**src/rtl/hazard_unit_if.sv**
```systemverilog
// Hazard unit signal bundle: decode-stage hazard inputs, memory/halt status in,
// latch enables/flushes, performance counters and scoreboard view out.
interface hazard_unit_if #(
    parameter int REG_W = 5,
    parameter int CNT_W = 16
);
    logic             id_valid;
    logic [REG_W-1:0] id_rs;
    logic [REG_W-1:0] id_rt;
    logic             id_uses_rt;
    logic [REG_W-1:0] id_dest;
    logic             id_regwr;
    logic             id_memread;
    logic             ex_redirect;
    logic             ihit;
    logic             mem_dreq;
    logic             dhit;
    logic             wb_halt;

    logic             pc_en;
    logic             ifid_en;
    logic             idex_en;
    logic             exmem_en;
    logic             memwb_en;
    logic             ifid_flush;
    logic             idex_flush;
    logic [CNT_W-1:0] load_stalls;
    logic [CNT_W-1:0] redirects;
    logic             halted;
    // Scoreboard entries {valid, dest, regwr, memread}, visible to the bypass unit
    logic [REG_W+2:0] sb_ex;
    logic [REG_W+2:0] sb_mem;

    modport master (
        output id_valid, id_rs, id_rt, id_uses_rt, id_dest, id_regwr, id_memread,
        output ex_redirect, ihit, mem_dreq, dhit, wb_halt,
        input  pc_en, ifid_en, idex_en, exmem_en, memwb_en, ifid_flush, idex_flush,
        input  load_stalls, redirects, halted, sb_ex, sb_mem
    );

    modport slave (
        input  id_valid, id_rs, id_rt, id_uses_rt, id_dest, id_regwr, id_memread,
        input  ex_redirect, ihit, mem_dreq, dhit, wb_halt,
        output pc_en, ifid_en, idex_en, exmem_en, memwb_en, ifid_flush, idex_flush,
        output load_stalls, redirects, halted, sb_ex, sb_mem
    );
endinterface

```
**src/rtl/hazard_unit.sv**
```systemverilog
// Pipeline stall/flush controller: load-use bubbles, redirect squashes,
// data-miss freeze and halt latch, with an EX/MEM destination scoreboard.
module hazard_unit #(
    parameter int REG_W = 5,
    parameter int CNT_W = 16
) (
    input logic          CLK,
    input logic          nRST,
    hazard_unit_if.slave hu
);
    typedef enum logic [1:0] {
        RUN    = 2'd0,
        DWAIT  = 2'd1,
        HALTED = 2'd2
    } state_e;

    typedef struct packed {
        logic             valid;
        logic [REG_W-1:0] dest;
        logic             regwr;
        logic             memread;
    } sb_t;

    state_e           state_q, state_d;
    sb_t              ex_q, ex_d, mem_q, mem_d;
    logic [CNT_W-1:0] ls_q, ls_d, rd_q, rd_d;

    logic pc_en, ifid_en, idex_en, exmem_en, memwb_en, ifid_flush, idex_flush;
    logic ls_inc, rd_inc;
    logic rs_match, rt_match, lu_hit, run_eval;

    assign rs_match = (hu.id_rs == ex_q.dest);
    assign rt_match = (hu.id_rt == ex_q.dest);
    assign lu_hit   = hu.id_valid & ex_q.valid & ex_q.memread & ex_q.regwr &
                      (ex_q.dest != '0) & (rs_match | (hu.id_uses_rt & rt_match));

    // Normal priority rules apply in RUN without a new miss, or on the dhit cycle
    // that ends a miss; halt still overrides both.
    assign run_eval = !hu.wb_halt &&
                      (((state_q == RUN) && !(hu.mem_dreq && !hu.dhit)) ||
                       ((state_q == DWAIT) && hu.dhit));

    always_ff @(posedge CLK or negedge nRST) begin
        if (!nRST) state_q <= RUN;
        else       state_q <= state_d;
    end

    always_comb begin
        state_d = state_q;
        unique case (state_q)
            RUN: begin
                if (hu.wb_halt)                   state_d = HALTED;
                else if (hu.mem_dreq && !hu.dhit) state_d = DWAIT;
            end
            DWAIT: begin
                if (hu.dhit) state_d = hu.wb_halt ? HALTED : RUN;
            end
            default: state_d = HALTED;
        endcase
    end

    always_comb begin
        pc_en      = 1'b0;
        ifid_en    = 1'b0;
        idex_en    = 1'b0;
        exmem_en   = 1'b0;
        memwb_en   = 1'b0;
        ifid_flush = 1'b0;
        idex_flush = 1'b0;
        ls_inc     = 1'b0;
        rd_inc     = 1'b0;
        if (run_eval) begin
            pc_en    = 1'b1;
            ifid_en  = 1'b1;
            idex_en  = 1'b1;
            exmem_en = 1'b1;
            memwb_en = 1'b1;
            if (hu.ex_redirect) begin
                ifid_flush = 1'b1;
                idex_flush = 1'b1;
                rd_inc     = 1'b1;
            end else if (lu_hit) begin
                // Single bubble: MEM->EX bypass covers the load on the next cycle
                pc_en      = 1'b0;
                ifid_en    = 1'b0;
                idex_flush = 1'b1;
                ls_inc     = 1'b1;
            end else if (!hu.ihit) begin
                pc_en      = 1'b0;
                ifid_flush = 1'b1;
            end
        end
    end

    always_comb begin
        ex_d = ex_q;
        if (idex_flush) begin
            ex_d = '0;
        end else if (idex_en) begin
            ex_d.valid   = hu.id_valid;
            ex_d.dest    = hu.id_dest;
            ex_d.regwr   = hu.id_regwr;
            ex_d.memread = hu.id_memread;
        end
        mem_d = exmem_en ? ex_q : mem_q;
        ls_d  = (ls_inc && (ls_q != '1)) ? ls_q + CNT_W'(1) : ls_q;
        rd_d  = (rd_inc && (rd_q != '1)) ? rd_q + CNT_W'(1) : rd_q;
    end

    always_ff @(posedge CLK or negedge nRST) begin
        if (!nRST) begin
            ex_q  <= '0;
            mem_q <= '0;
            ls_q  <= '0;
            rd_q  <= '0;
        end else begin
            ex_q  <= ex_d;
            mem_q <= mem_d;
            ls_q  <= ls_d;
            rd_q  <= rd_d;
        end
    end

    assign hu.pc_en       = pc_en;
    assign hu.ifid_en     = ifid_en;
    assign hu.idex_en     = idex_en;
    assign hu.exmem_en    = exmem_en;
    assign hu.memwb_en    = memwb_en;
    assign hu.ifid_flush  = ifid_flush;
    assign hu.idex_flush  = idex_flush;
    assign hu.load_stalls = ls_q;
    assign hu.redirects   = rd_q;
    assign hu.halted      = (state_q == HALTED);
    assign hu.sb_ex       = ex_q;
    assign hu.sb_mem      = mem_q;
endmodule
```
**src/flat_wrapper.sv**
```systemverilog
// flat-port wrapper written by rule: the top's interface ports become plain ports
module hazard_unit_flat 
#(
    parameter int REG_W = 5,
    parameter int CNT_W = 16
)
  (CLK, nRST, hu_id_valid, hu_id_rs, hu_id_rt, hu_id_uses_rt, hu_id_dest, hu_id_regwr, hu_id_memread, hu_ex_redirect, hu_ihit, hu_mem_dreq, hu_dhit, hu_wb_halt, hu_pc_en, hu_ifid_en, hu_idex_en, hu_exmem_en, hu_memwb_en, hu_ifid_flush, hu_idex_flush, hu_load_stalls, hu_redirects, hu_halted, hu_sb_ex, hu_sb_mem);
  hazard_unit_if #(.REG_W(REG_W), .CNT_W(CNT_W)) hu_i ();
  input logic CLK;
  input logic nRST;
  input wire logic [$bits(hu_i.id_valid)-1:0] hu_id_valid;
  input wire logic [$bits(hu_i.id_rs)-1:0] hu_id_rs;
  input wire logic [$bits(hu_i.id_rt)-1:0] hu_id_rt;
  input wire logic [$bits(hu_i.id_uses_rt)-1:0] hu_id_uses_rt;
  input wire logic [$bits(hu_i.id_dest)-1:0] hu_id_dest;
  input wire logic [$bits(hu_i.id_regwr)-1:0] hu_id_regwr;
  input wire logic [$bits(hu_i.id_memread)-1:0] hu_id_memread;
  input wire logic [$bits(hu_i.ex_redirect)-1:0] hu_ex_redirect;
  input wire logic [$bits(hu_i.ihit)-1:0] hu_ihit;
  input wire logic [$bits(hu_i.mem_dreq)-1:0] hu_mem_dreq;
  input wire logic [$bits(hu_i.dhit)-1:0] hu_dhit;
  input wire logic [$bits(hu_i.wb_halt)-1:0] hu_wb_halt;
  output wire logic [$bits(hu_i.pc_en)-1:0] hu_pc_en;
  output wire logic [$bits(hu_i.ifid_en)-1:0] hu_ifid_en;
  output wire logic [$bits(hu_i.idex_en)-1:0] hu_idex_en;
  output wire logic [$bits(hu_i.exmem_en)-1:0] hu_exmem_en;
  output wire logic [$bits(hu_i.memwb_en)-1:0] hu_memwb_en;
  output wire logic [$bits(hu_i.ifid_flush)-1:0] hu_ifid_flush;
  output wire logic [$bits(hu_i.idex_flush)-1:0] hu_idex_flush;
  output wire logic [$bits(hu_i.load_stalls)-1:0] hu_load_stalls;
  output wire logic [$bits(hu_i.redirects)-1:0] hu_redirects;
  output wire logic [$bits(hu_i.halted)-1:0] hu_halted;
  output wire logic [$bits(hu_i.sb_ex)-1:0] hu_sb_ex;
  output wire logic [$bits(hu_i.sb_mem)-1:0] hu_sb_mem;
  assign hu_i.id_valid = hu_id_valid;
  assign hu_i.id_rs = hu_id_rs;
  assign hu_i.id_rt = hu_id_rt;
  assign hu_i.id_uses_rt = hu_id_uses_rt;
  assign hu_i.id_dest = hu_id_dest;
  assign hu_i.id_regwr = hu_id_regwr;
  assign hu_i.id_memread = hu_id_memread;
  assign hu_i.ex_redirect = hu_ex_redirect;
  assign hu_i.ihit = hu_ihit;
  assign hu_i.mem_dreq = hu_mem_dreq;
  assign hu_i.dhit = hu_dhit;
  assign hu_i.wb_halt = hu_wb_halt;
  assign hu_pc_en = hu_i.pc_en;
  assign hu_ifid_en = hu_i.ifid_en;
  assign hu_idex_en = hu_i.idex_en;
  assign hu_exmem_en = hu_i.exmem_en;
  assign hu_memwb_en = hu_i.memwb_en;
  assign hu_ifid_flush = hu_i.ifid_flush;
  assign hu_idex_flush = hu_i.idex_flush;
  assign hu_load_stalls = hu_i.load_stalls;
  assign hu_redirects = hu_i.redirects;
  assign hu_halted = hu_i.halted;
  assign hu_sb_ex = hu_i.sb_ex;
  assign hu_sb_mem = hu_i.sb_mem;
  hazard_unit #(.REG_W(REG_W), .CNT_W(CNT_W)) u_core (.CLK(CLK), .nRST(nRST), .hu(hu_i));
endmodule
```
**config.mk**
```make
export PLATFORM = sky130hd
export DESIGN_NAME = hazard_unit_flat
export DESIGN_NICKNAME = d
export VERILOG_FILES = /design/src/rtl/hazard_unit_if.sv /design/src/rtl/hazard_unit.sv /design/src/flat_wrapper.sv
export SDC_FILE = /design/constraint.sdc
export NUM_CORES = 1
export LEC_CHECK = 0
export BUFFER_PORTS_ARGS = -buffer_cell sky130_fd_sc_hd__buf_2
export CAP_MARGIN = 40
export CORE_MARGIN = 10
export CORE_UTILIZATION = 25
export CTS_BUF_LIST = sky130_fd_sc_hd__clkbuf_4
export CTS_CLUSTER_DIAMETER = 60
export DETAILED_ROUTE_END_ITERATION = 8
export PLACE_DENSITY = 0.41
export SYNTH_ARGS = -nofsm -noshare
export SYNTH_HDL_FRONTEND = slang
export SYNTH_SLANG_ARGS = --single-unit
```
**constraint.sdc**
```tcl
create_clock -name CLK -period 2.17 [get_ports CLK]
set_input_delay 0.434 -clock CLK [delete_from_list [all_inputs] [get_ports CLK]]
set_output_delay 0.434 -clock CLK [all_outputs]
set_load 0.02 [all_outputs]
```
=== Word level (Yosys, flattened, before mapping) ===
Index checks and enable logic that the tools add are counted.

* $add $sub $neg: 2
* Equality and inequality tests: 8
* Muxes and demuxes: 26
* Bitwise gates (word level): 7
* Reductions and logical operators: 14

{| class="wikitable"
|+ Operators with widths
! operator !! number
|-
| $add 16x1->16 const B || 2
|-
| $ne 16x16->1 const B || 2
|-
| $mux 1 || 19
|-
| $mux 8 || 2
|-
| $eq 5x5->1 || 2
|-
| $mux 2 || 4
|-
| $and 1x1->1 || 6
|-
| $logic_and 1x1->1 || 6
|-
| $reduce_bool 5->1 || 1
|-
| $pmux 2 s2 || 1
|-
| $logic_not 1->1 || 3
|-
| $ne 3x3->1 const B || 1
|-
| $eq 2x1->1 const B || 1
|-
| $eq 2x2->1 const B || 1
|-
| $logic_not 2->1 || 1
|-
| $ne 2x2->1 const B || 1
|-
| $reduce_and 2->1 || 1
|-
| $reduce_bool 2->1 || 1
|-
| $logic_or 1x1->1 || 1
|-
| $or 1x1->1 || 1
|}

* Flip-flop bits (word level): 50
* Output and inout port bits: 56

=== Depth between registers and ports, before layout ===
* Depth in word-level cells: 9
* Mapped depth: 7
* Gate-level depth less buffers: 6

=== Least setup slack after synthesis ===
No wires, ideal clock.

* Kind: register to output
* Start point: register u_core.ex_q (netlist bit u_core.hu.sb_ex[3])
* End point: output hu_ifid_flush
* Arrival: 1899 ps
* Slack: -163 ps
* Stages on the path, launching flop included: 6
* Buffers on the path: 0
* Path through: dfrtp_1 or4_4 o21ai_4 inv_4 and2_4 o31ai_2

* Word-level cells in the longest chain between the ends: 7
* Elaborated cells between the ends (all ways): 10

{| class="wikitable"
|+ Ends and longest elaborated chain
! what !! line !! text
|-
| from (decl) || hazard_unit.sv:25 || <nowiki>sb_t ex_q, ex_d, mem_q, mem_d;</nowiki>
|-
| from (signal assigned) || hazard_unit.sv:112 || <nowiki>ex_q <= '0;</nowiki>
|-
| from (signal assigned) || hazard_unit.sv:117 || <nowiki>ex_q <= ex_d;</nowiki>
|-
| $eq 5x5->1 || hazard_unit.sv:33 || <nowiki>assign rt_match = (hu.id_rt == ex_q.dest);</nowiki>
|-
| $and 1x1->1 || hazard_unit.sv:35 || <nowiki>(ex_q.dest != '0) & (rs_match | (hu.id_uses_rt & rt_match));</nowiki>
|-
| $or 1x1->1 || hazard_unit.sv:35 ||
|-
| $and 1x1->1 (*) || hazard_unit.sv:35 ||
|-
| $mux 1 (*) || hazard_unit.sv:82 || <nowiki>end else if (lu_hit) begin</nowiki>
|-
| $mux 1 (*) || hazard_unit.sv:78 || <nowiki>if (hu.ex_redirect) begin</nowiki>
|-
| $mux 1 (*) || hazard_unit.sv:72 || <nowiki>if (run_eval) begin</nowiki>
|-
| to (decl) || flat_wrapper.sv:28 || <nowiki>output wire logic [$bits(hu_i.ifid_flush)-1:0] hu_ifid_flush;</nowiki>
|}

Every way passes the cells marked *; elsewhere a longest branch is shown, timed or not.

=== Worst setup path in the final report ===
* Start point: register u_core.ex_q (netlist bit u_core.hu.sb_ex[3])
* End point: output hu_idex_flush

* Word-level cells in the longest chain between the ends: 7
* Elaborated cells between the ends (all ways): 10

{| class="wikitable"
|+ Ends and longest elaborated chain
! what !! line !! text
|-
| $eq 5x5->1 || hazard_unit.sv:33 ||
|-
| $and 1x1->1 || hazard_unit.sv:35 ||
|-
| $or 1x1->1 || hazard_unit.sv:35 ||
|-
| $and 1x1->1 (*) || hazard_unit.sv:35 ||
|-
| $mux 1 (*) || hazard_unit.sv:82 ||
|-
| $mux 1 (*) || hazard_unit.sv:78 ||
|-
| $mux 1 (*) || hazard_unit.sv:72 ||
|-
| to (decl) || flat_wrapper.sv:29 || <nowiki>output wire logic [$bits(hu_i.idex_flush)-1:0] hu_idex_flush;</nowiki>
|}

Marked as above.

==> results.sh <==
export IMPL_synthToLayoutAreaGrowth_pct=31.43
export IMPL_slowest_stage="or4_4"
export IMPL_regToRegSetupSlack_ns=0.08
export IMPL_yosysWarnings=0
export IMPL_post_route_util_pct=33.78
export IMPL_placed_area_sq_mm=0.003196
export IMPL_portBuffers=81
export IMPL_clk_latency_ns=0.37
export IMPL_grt_util_met3_pct=3.816
export IMPL_layout_min_cycle_time_ns=2.448
export IMPL_skew_ns=0.02126
export IMPL_gr_max_usage_layer="met2"
export IMPL_synth_edff_count=0
export IMPL_slew_headroom_pct=61.50
export IMPL_die_width_microns=120.5
export IMPL_ant_nets=0
export IMPL_ys_seq_area_share_pct=49.58
export IMPL_avgSynthCellArea_sq_um=11.07
export IMPL_design_area_sq_mm=0.003317
export IMPL_crit_chain="or4_4 > o21ai_4 > inv_4 > and2_4 > o21a_1 > buf_6"
export IMPL_antenna_found_initial=0
export IMPL_finalHoldViolations=0
export IMPL_maxCapViolations=0
export IMPL_ys_types=41
export IMPL_slew_viol_final=0
export IMPL_synthArstFlopShare_pct=100.0
export IMPL_dr_pass1_iters=4
export IMPL_cp_max_fo=4
export IMPL_ys_ff_latch=50
export IMPL_clockRootBuffer="clkbuf_4"
export IMPL_powerDensity_mw_per_mm2=498.2
export IMPL_floorplan_initialDensity_pct=25.70
export IMPL_hpwl_microns=5646
export IMPL_drt_wl_total_microns=7091
export IMPL_arrival_ns=2.01
export IMPL_yosysMostFrequentCell="dfrtp_1"
export IMPL_power_leakage_nw=1.625
export IMPL_outcome="finished, violations left"
export IMPL_via_per_inst=4.473
export IMPL_max_vdd_ir_drop_uv=203.1
export IMPL_grtUsageMet2_pct=16.38
export IMPL_crit_required_ns=1.74
export IMPL_cts_tree="yes"
export IMPL_grt_total_usage_pct=10.05
export IMPL_critical_path_top_delay_family="simple AND/OR/NAND/NOR gates"
export IMPL_vias=2080
export IMPL_setup_worst_path_end_class="output pin"
export IMPL_drc=0
export IMPL_num_rows=36
export IMPL_overflow=0
export IMPL_worst_pin_slew_ns=0.5775
export IMPL_fillCellCount=1089
export IMPL_grt_max_degree=27
export IMPL_rsz0062_at_grt="true"
export IMPL_fp_dieArea_sq_mm=0.01451
export IMPL_synth_area_leader_cell="dfrtp_1"
export IMPL_violations="negative setup slack"
export IMPL_place_congestion=0.7461
export IMPL_coreArea_sq_mm=0.009819
export IMPL_synth_common_cells="dfrtp_1, xnor2_1, nand3_1"
export IMPL_io_pins=82
export IMPL_clkTransAtPathRegs_ns=0.15
export IMPL_cts_sinks=50
export IMPL_crit_buf_inv=2
export IMPL_worst_hold_path_type="in2async"
export IMPL_chipHeight_microns=120.5
export IMPL_setup_viol=4
export IMPL_startpoint_type="flop"
export IMPL_max_stage_delay_ns=0.54
export IMPL_period_share_pct=112.8
export IMPL_grt_pass1_wl_microns=11970
export IMPL_synthFlopType="dfrtp_1"
export IMPL_layout_nets=358
export IMPL_avgRoutedWirePerCell_microns=15.25
export IMPL_synth_area_leaders="dfrtp_1, xnor2_1, mux2_2"
export IMPL_clk_path_buf_depth=2
export IMPL_setup_slack_ns=-0.2779
export IMPL_h_tree_depth=2
export IMPL_synth_area_sq_mm=0.002524
export IMPL_drive_gt1_share_pct=41.69
export IMPL_first_global_vias=2268
export IMPL_syn_instance_count=228
export IMPL_syn_nets=256
export IMPL_crit_type="reg2out"
export IMPL_numCtsBuffers=5
export IMPL_drtIter0Drc=110
export IMPL_grtUsageMet1_pct=12.13
export IMPL_yosys_area_top_type_share_pct=49.58
export IMPL_fmax_mhz=408.5
-- cell families after synthesis --
| group | Yosys count | synth area share [%] |
|---|---|---|
| adder cells (fa/ha/maj) | 2 | 0.9914 |
| XOR/XNOR | 39 | 13.54 |
| multiplexers | 11 | 4.908 |
| buffers and inverters | 12 | 2.528 |
| AO/OA/AOI/OAI | 22 | 8.776 |
| AND/OR/NAND/NOR | 92 | 19.68 |
| flip-flops | 50 | 49.58 |
-- report_power, final --
| part | switching [mW] | internal [mW] |
|---|---|---|
| sequential | 0.0277 | 0.961 |
| clock | 0.302 | 0.141 |
| combinational | 0.126 | 0.0949 |
| total | 0.456 | 1.20 |
-- layout by cell type, fill, tap and decap left out, types with 2 or more instances in the layout --
| master | synthesis | final |
|---|---|---|
| ha_1 | 2 | 2 |
| buf_4 | 2 | 20 |
| a21oi_2 | 1 | 2 |
| clkbuf_4 | 0 | 6 |
| xnor2_1 | 31 | 31 |
| mux2_2 | 10 | 10 |
| nand2_1 | 14 | 14 |
| buf_6 | 1 | 4 |
| and4_1 | 2 | 2 |
| dfrtp_1 | 50 | 48 |
| nor3_1 | 12 | 12 |
| nor2_1 | 11 | 11 |
| nand4_1 | 15 | 15 |
| a22o_1 | 8 | 8 |
| xor2_1 | 8 | 8 |
| dfrtp_2 | 0 | 2 |
| and3_1 | 9 | 9 |
| inv_1 | 5 | 5 |
| buf_2 | 1 | 77 |
| and2_1 | 3 | 3 |
| nand3_1 | 19 | 18 |
-- registers in the layout, indices dropped and copies added (netlist names) --
register and flops:
u_core.state_q 2, u_core.hu.sb_mem 8, u_core.hu.load_stalls 16, u_core.hu.redirects 16
u_core.hu.sb_ex 8
-- area by class of cell --
| cell class | count | area (sq um) | area share (%) |
|---|---|---|---|
| Clock buffer | 6 | 45.04 | 1.358 |
| Multi-Input combinational cell | 166 | 1230 | 37.08 |
| Inverter | 6 | 25.02 | 0.7544 |
| Timing Repair Buffer | 101 | 580.6 | 17.50 |
| Antenna cell | 1 | 2.502 | 0.07544 |
| Tap cell | 133 | 166.4 | 5.017 |
| Sequential cell | 50 | 1254 | 37.80 |
| Clock inverter | 2 | 13.76 | 0.4149 |
-- stage by stage --
stage          setup TNS [ns]  setup slack (ns)  instances  power [mW]  hold WS [ns]
2_1_floorplan        -0.05541          -0.03390        228       1.117        0.1384
3_3_place_gp                0            0.1091        452       1.234        0.4784
3_5_place_dp                0           0.09721        452       1.234        0.4661
4_1_cts                -1.174           -0.3166        462       1.691       0.03771
5_1_grt                -1.417           -0.3767        464       1.754       0.04722
6_report               -1.009           -0.2779        465       1.653       0.03557
-- metal layers --
metal	share of wire, %	routed length (microns)
met1	44	3125
met4	1.1	78
met3	7.7	544
met5	0	0
met2	47	3343
-- timing repair --
item / in CTS / in global routing
setup endpoints to repair: 4 / 4
gates resized for setup: 8 / 1
buffers inserted: 2 / 2
pin swaps: 3 / 0
hold buffers: 0 / 0
cloned: 0 / 0
-- path summary, 6_finish.rpt --
path                                          from                         to  depth (start not counted)
min reg2reg                u_core.hu.redirects[11]    u_core.hu.redirects[11]                          1
min                                           nRST     u_core.hu.redirects[4]                          1
max                             u_core.hu.sb_ex[3]              hu_idex_flush                          6
min in group CLK                           hu_dhit          u_core.state_q[0]                          2
max in group asynchronous                     nRST  u_core.hu.load_stalls[10]                          2
max reg2reg                     u_core.hu.sb_ex[3]   u_core.hu.load_stalls[1]                          8
Note: power is estimated with default switching activity, not from simulation.
